File: src/rtl/prng_gen.sv
// prng_gen: Fibonacci LFSR pseudo-random generator with a de Bruijn mode,
//           seed load, wrap detection and a sticky zero-lock flag.
// Latency: a fire in cycle N shows the new state on o in cycle N+1; one step per cycle.
// Backpressure: the state holds while out_ready is low (no step without en & out_valid & out_ready).
//
// Ports:
//   clk        sole clock, rising edge
//   rst_n      asynchronous active-low reset
//   en         generator enable; registered into out_valid
//   mode       0 = maximal LFSR (2^WIDTH-1 period), 1 = de Bruijn (2^WIDTH period)
//   load/seed  synchronous seed load; has priority over a step
//   out_ready  consumer accepts o this cycle
//   o          current generator state (registered)
//   out_valid  o is valid for transfer
//   wrap       one-cycle pulse: the last step returned the state to its start value
//   lock_err   sticky: a step was taken from all-zero in mode 0
//
// WIDTH is legal in 4..32; TAPS[WIDTH-1] must be set for the feedback to be
// a proper Fibonacci polynomial.
module prng_gen #(
  parameter int unsigned       WIDTH = 8,
  parameter logic [WIDTH-1:0]  TAPS  = 8'hB8,
  parameter logic [WIDTH-1:0]  SEED  = {{(WIDTH-1){1'b0}}, 1'b1}
) (
  input  logic             clk,
  input  logic             rst_n,
  input  logic             en,
  input  logic             mode,
  input  logic             load,
  input  logic [WIDTH-1:0] seed,
  input  logic             out_ready,
  output logic [WIDTH-1:0] o,
  output logic             out_valid,
  output logic             wrap,
  output logic             lock_err
);

  localparam logic [WIDTH-1:0] ONE      = {{(WIDTH-1){1'b0}}, 1'b1};
  // An all-zero seed would freeze the maximal LFSR, so reset never lands there.
  localparam logic [WIDTH-1:0] SEED_EFF = (SEED == '0) ? ONE : SEED;

  logic [WIDTH-1:0] r_state;
  logic [WIDTH-1:0] r_start;
  logic             r_vld;
  logic             r_wrap;
  logic             r_lock;

  logic             w_fire;
  logic             w_fb_lin;
  logic             w_low_zero;
  logic             w_fb;
  logic             w_lock_hit;
  logic [WIDTH-1:0] w_step_nxt;
  logic [WIDTH-1:0] w_load_val;

  assign w_fire     = en & r_vld & out_ready;

  // Plain Fibonacci feedback: parity of the tapped state bits.
  assign w_fb_lin   = ^(r_state & TAPS);

  // De Bruijn extension: when all bits except the MSB are zero, flipping the
  // feedback splices the all-zero state in between 10..0 and 0..01.
  assign w_low_zero = (r_state[WIDTH-2:0] == '0);
  assign w_fb       = w_fb_lin ^ (mode & w_low_zero);

  // All-zero in mode 0 can only be reached by leaving mode 1 while sitting on
  // zero; the LFSR would stick there, so step to 1 instead and flag it.
  assign w_lock_hit = ~mode & (r_state == '0);
  assign w_step_nxt = w_lock_hit ? ONE : {r_state[WIDTH-2:0], w_fb};

  // Zero seed is only meaningful in de Bruijn mode.
  assign w_load_val = (~mode && (seed == '0)) ? ONE : seed;

  always_ff @(posedge clk or negedge rst_n) begin
    if (!rst_n) begin
      r_state <= SEED_EFF;
      r_start <= SEED_EFF;
      r_vld   <= 1'b0;
      r_wrap  <= 1'b0;
      r_lock  <= 1'b0;
    end else begin
      r_vld  <= en;
      r_wrap <= 1'b0;
      if (load) begin
        // Load wins over a simultaneous fire and re-arms the wrap reference.
        r_state <= w_load_val;
        r_start <= w_load_val;
        r_lock  <= 1'b0;
      end else if (w_fire) begin
        r_state <= w_step_nxt;
        r_wrap  <= (w_step_nxt == r_start);
        if (w_lock_hit) begin
          r_lock <= 1'b1;
        end
      end
    end
  end

  assign o         = r_state;
  assign out_valid = r_vld;
  assign wrap      = r_wrap;
  assign lock_err  = r_lock;

endmodule

File: config.mk
export PLATFORM = sky130hd
export DESIGN_NAME = prng_gen
export DESIGN_NICKNAME = d
export VERILOG_FILES = /design/src/rtl/prng_gen.sv
export SDC_FILE = /design/constraint.sdc
export NUM_CORES = 1
export LEC_CHECK = 0
export ABC_CLOCK_PERIOD_IN_PS = 2100
export BUFFER_PORTS_ARGS = -buffer_cell sky130_fd_sc_hd__buf_2
export CORE_UTILIZATION = 46
export DETAILED_ROUTE_END_ITERATION = 7
export PLACE_DENSITY = 0.72
export SLEW_MARGIN = 20
export SYNTH_ARGS = -nofsm -noshare
export SYNTH_HDL_FRONTEND = slang
export SYNTH_SLANG_ARGS = --single-unit
File: constraint.sdc
create_clock -name clk -period 2.1 [get_ports clk]
set_clock_uncertainty 0.05 [all_clocks]
set_input_delay 0.315 -clock clk [delete_from_list [all_inputs] [get_ports clk]]
set_output_delay 0.315 -clock clk [all_outputs]
set_load 0.02 [all_outputs]
Word-level counts from Yosys, hierarchy flattened
Cells that the tools add are included.
{"block": "word_totals", "romBits": 0, "elab_cells": 29, "mem_bits_rw": 0, "regBits": 19, "inputBits": 14, "memories": 0, "latch_bits": 0, "output_inout_bits": 11}
{"block": "op_classes", "n_eq_ne": 1, "bitwise": 6, "n_mux": 9, "order_cmp": 0, "reduce_logical": 8, "multipliers": 0, "n_shift": 0, "n_addsub": 0, "div_mod_pow": 0}
{"op": "2-to-1 mux 8 bit", "n": 4}
{"op": "logical NOT 8 bit", "n": 2}
{"op": "equality test 8 bit", "n": 1}
{"op": "XOR reduction 8 bit", "n": 1}
{"op": "logical NOT 7 bit", "n": 1}
{"op": "2-to-1 mux 1 bit", "n": 5}
{"op": "bitwise AND 1 bit", "n": 4}
{"op": "nonzero test 2 bit", "n": 2}
{"op": "AND reduction 2 bit", "n": 1}
{"op": "logical AND 1 bit", "n": 1}
{"op": "inverter 1 bit", "n": 1}
{"op": "XOR 1 bit", "n": 1}

Longest topological paths before layout
{"block": "depth", "ltp_word": 7, "ltp_mapped": 6, "mapped_depth_nobuf": 6}

Worst setup path after synthesis
No wires, ideal clock.
{"block": "synth_timing", "path_type": "register -> register", "startpoint": "register r_state[4] (netlist: o[4])", "endpoint": "register r_wrap (netlist: wrap)", "path_buffers": 0, "t_arrival_ns": 2.083, "path_slack_ns": -0.129, "path_stages_with_launch": 7, "path_cell_list": "dfrtp_1 inv_1 ha_1 or4b_2 nor2_1 mux2_2 nor4_2"}
{"block": "synth_via", "elab_chain_cells": 7}
{"item": "from (decl)", "line_no": "42", "text": "logic [WIDTH-1:0] r_state;"}
{"item": "from (signal assigned)", "line_no": "86", "text": "r_state <= w_load_val;"}
{"item": "from (signal assigned)", "line_no": "90", "text": "r_state <= w_step_nxt;"}
{"item": "logical NOT 7 bit", "line_no": "63", "text": "assign w_low_zero = (r_state[WIDTH-2:0] == '0);"}
{"item": "bitwise AND 1 bit", "line_no": "64", "text": "assign w_fb = w_fb_lin ^ (mode & w_low_zero);"}
{"item": "XOR 1 bit", "line_no": "64"}
{"item": "2-to-1 mux 8 bit (*)", "line_no": "69", "text": "assign w_step_nxt = w_lock_hit ? ONE : {r_state[WIDTH-2:0], w_fb};"}
{"item": "equality test 8 bit (*)", "line_no": "91", "text": "r_wrap <= (w_step_nxt == r_start);"}
{"item": "2-to-1 mux 1 bit (*)", "line_no": "89", "text": "end else if (w_fire) begin"}
{"item": "2-to-1 mux 1 bit (*)", "line_no": "84", "text": "if (load) begin"}
{"item": "to (signal assigned)", "line_no": "91"}
{"item": "to (decl)", "line_no": "45", "text": "logic r_wrap;"}
Mark *: on every way between the ends. The rest lies on a longest branch, timed or not.
A chain may end at the register's enable or synchronous reset.

Worst setup path in the final report
{"block": "layout_timing", "startpoint": "register r_state[5] (netlist: o[5])", "endpoint": "register r_wrap (netlist: wrap)"}
Same word-level chain as after synthesis.

==> results.cfg <==
[status]
status = finished, final reports clean

[logic_synthesis]
yosys_warnings = 0
synthCells = 104
seq_area_frac_synth_pct = 47.2
syn_area_per_cell_sq_um = 9.74
synth_nets = 119
syn-cell-area_sq_um = 1010
synth_seq_cells = 19
synth_cell_types = 36

[critical_path]
crit_type = reg -> reg
cp-end-kind = register
worst-r2r-cell-count = 6
worst_path_largest_cell_delay_ns = 0.48
r2r-end = wrap
critPathArrivalTime_ns = 2.19
crit_path_start_kind = register
reg2reg_from = o[5]
rrSetupSlack_ns = 0.09
crit_path_max_fanout = 4
cp_cell_sequence = inv_1, ha_4, or4b_4, nor2_4, mux2_2, nor4_2
crit_slowest_cell = or4b_4
cp.required_ns = 2.28

[route]
vias_per_cell = 5.51
routedWlPerCell_um = 14.6
drc = 0
first_pass_iters = 4
wl_mm = 2.33
ant_nets = 0
drt_iter0_markers = 19
num_vias = 881

[global_route]
grt_pass1_wl_mm = 4.17
antenna_found_initial = 0
grt_max_degree = 23
overflow = 0
grt_pass1_vias = 884
grt_usage_pct = 23.1

[cts]
cts-root-buf = clkbuf_4
cts_inserted_buffers = 3
ctsLongestPathBuffers = 2
tritoncts = done
clock_latency_ns = 0.31
h-tree-depth = 1
clk_pin_slew_ns = 0.11
cts.sinks = 19
cts_setup_buffers = 0

[timing]
setup_violations = 0
drv_slew = 0
period_needed_ns = 2.01
fin_crit_sh_pct = 95.9
worst_pin_slew_ns = 0.432
setup-tns-final_ns = 0
slew_headroom_pct = 71.2
rsz0062_at_grt = no
hold_violations = 0
max_clock_freq_mhz = 497

[floorplan]
io_pins = 25
core_sq_um = 2020
rows = 16
initial_core_util_pct = 50.1
die_y_um = 48.9
dieArea_sq_um = 2400
die_w_um = 48.9

[placement]
io_buffers = 24
placed_area_sq_um = 1190
hpwl_mm = 1.79
globalplace.congestion = 0.928

[cells_and_area]
mostFrequentLayoutCell = buf_2
diodes = 0
final_cell_mix = 24 x buf_2, 15 x dfrtp_1, 13 x o21ai_0
stdcell_area_sq_um = 1250
fillers = 191
nets = 149
syn_to_final_growth_pct = 23.1
drive_gt1_share_pct = 33.8

[pwr]
power_density_nw_per_um2 = 690
p_leak_nw = 0.593
ir_worst_vdd_uv = 495

[worst_hold_path]
holdPathEnd = out_valid
hp-start = en
hold_path_class = in -> reg
hold_depth = 1

[run]
maxCapViolations = 0
-- logic make-up after synthesis --
group                    after synthesis  share of synthesized area, %
AO/OA/AOI/OAI                         30                          18.4
multiplexers                           4                          4.07
buffers and inverters                 16                          6.05
flip-flops                            19                          47.2
XOR/XNOR                               7                          7.41
adder cells (fa/ha/maj)                1                          1.23
AND/OR/NAND/NOR                       27                          15.7
-- synth_stat cells --
| master | number | area, sq um |
|---|---|---|
| xor2_1 | 1 | 8.76 |
| ha_1 | 1 | 12.5 |
| or4b_2 | 1 | 10.0 |
| xnor2_1 | 5 | 43.8 |
| and2_1 | 1 | 6.26 |
| dfstp_2 | 2 | 52.6 |
| clkbuf_1 | 3 | 11.3 |
| and4_4 | 1 | 11.3 |
| mux2i_1 | 3 | 30.0 |
| buf_2 | 1 | 5.00 |
| o22ai_1 | 1 | 6.26 |
| nor3_1 | 1 | 5.00 |
| a21oi_1 | 5 | 25.0 |
| nor2_1 | 5 | 18.8 |
| dfrtp_1 | 17 | 425 |
| a2111o_1 | 1 | 11.3 |
| a22oi_1 | 2 | 15.0 |
| o21ai_0 | 13 | 65.1 |
| o32a_1 | 1 | 10.0 |
| and3_1 | 1 | 6.26 |
| mux2_2 | 1 | 11.3 |
| nand4_1 | 1 | 6.26 |
| a31oi_1 | 2 | 12.5 |
| nand3b_1 | 1 | 7.51 |
| nand2_1 | 8 | 30.0 |
| or4_4 | 1 | 11.3 |
| inv_1 | 12 | 45.0 |
| a311o_1 | 1 | 10.0 |
| nor4_2 | 1 | 12.5 |
| o31a_1 | 1 | 8.76 |
| nand3_1 | 2 | 10.0 |
| xnor3_1 | 1 | 22.5 |
| a21o_1 | 1 | 7.51 |
| or3_4 | 1 | 11.3 |
| nor4_1 | 2 | 12.5 |
| o211ai_1 | 2 | 15.0 |
-- flip-flops by register name, summed over array words and instances (netlist names) --
signal / cells
r_start: 8
o: 8
wrap: 1
out_valid: 1
lock_err: 1
-- final cells by class --
class	instances	area, sq um	share of cell area, %
sequential	19	480	38.5
multi-input combinational	69	498	39.9
inverter	12	45.0	3.61
tap	27	33.8	2.71
timing repair buffer	29	160	12.8
clock buffer	3	22.5	1.81
clock inverter	1	7.51	0.602
-- metal layers --
layer | GRT usage, % | up-vias | part of all wire (%)
li1 | - | 428 | -
met1 | 31.6 | 429 | 48
met2 | 35.4 | 19 | 47
met3 | 7.17 | 5 | 3.8
met4 | 6.37 | 0 | 0.73
met5 | 0 | - | 0
-- timing repair --
item	in CTS	in global routing
endpoints found under the setup margin	0	1
hold buffers	1	0
resized for setup	0	3
hold endpoints to repair	17	0
-- critical path, delay by kind of cell, from the launching register on --
| kind | cells | cell delay, ns |
|---|---|---|
| mux | 1 | 0.35 |
| fa+ha+maj | 1 | 0.15 |
| flops | 1 | 0.44 |
| buf+inv | 1 | 0.11 |
| simple gates | 3 | 0.83 |
-- where the power goes --
part,switching [W],leakage (nW),internal (W)
sequential,0.0000286,0.228,0.000400
clock,0.000123,0.0139,0.0000727
combinational,0.000127,0.351,0.000110
total,0.000279,0.593,0.000582
-- through the flow --
step                util, %  hold slack [ns]  power [W]  cells  setup WS (ns)
detailed placement     58.8            0.233   0.000663    155         0.0371
global route           61.7           0.0545   0.000919    160         0.0238
finish                 61.7           0.0773   0.000861    160         0.0861
floorplan                 -          -0.0306   0.000582    104         0.0837
CTS                    60.8           0.0688   0.000858    160       0.000531
global placement       58.8            0.227   0.000658    155          0.102
-- how the worst max path moves through the flow --
stage          startpoint  endpoint  slack [ns]
6_report             o[5]      wrap        0.09
5_1_grt              o[4]      wrap        0.02
4_1_cts              o[4]      wrap      0.0005
3_5_place_dp         o[4]      wrap        0.04
3_3_place_gp         o[4]      wrap        0.10
2_1_floorplan        o[4]      wrap        0.08
Power figures use the tool's default switching activity.
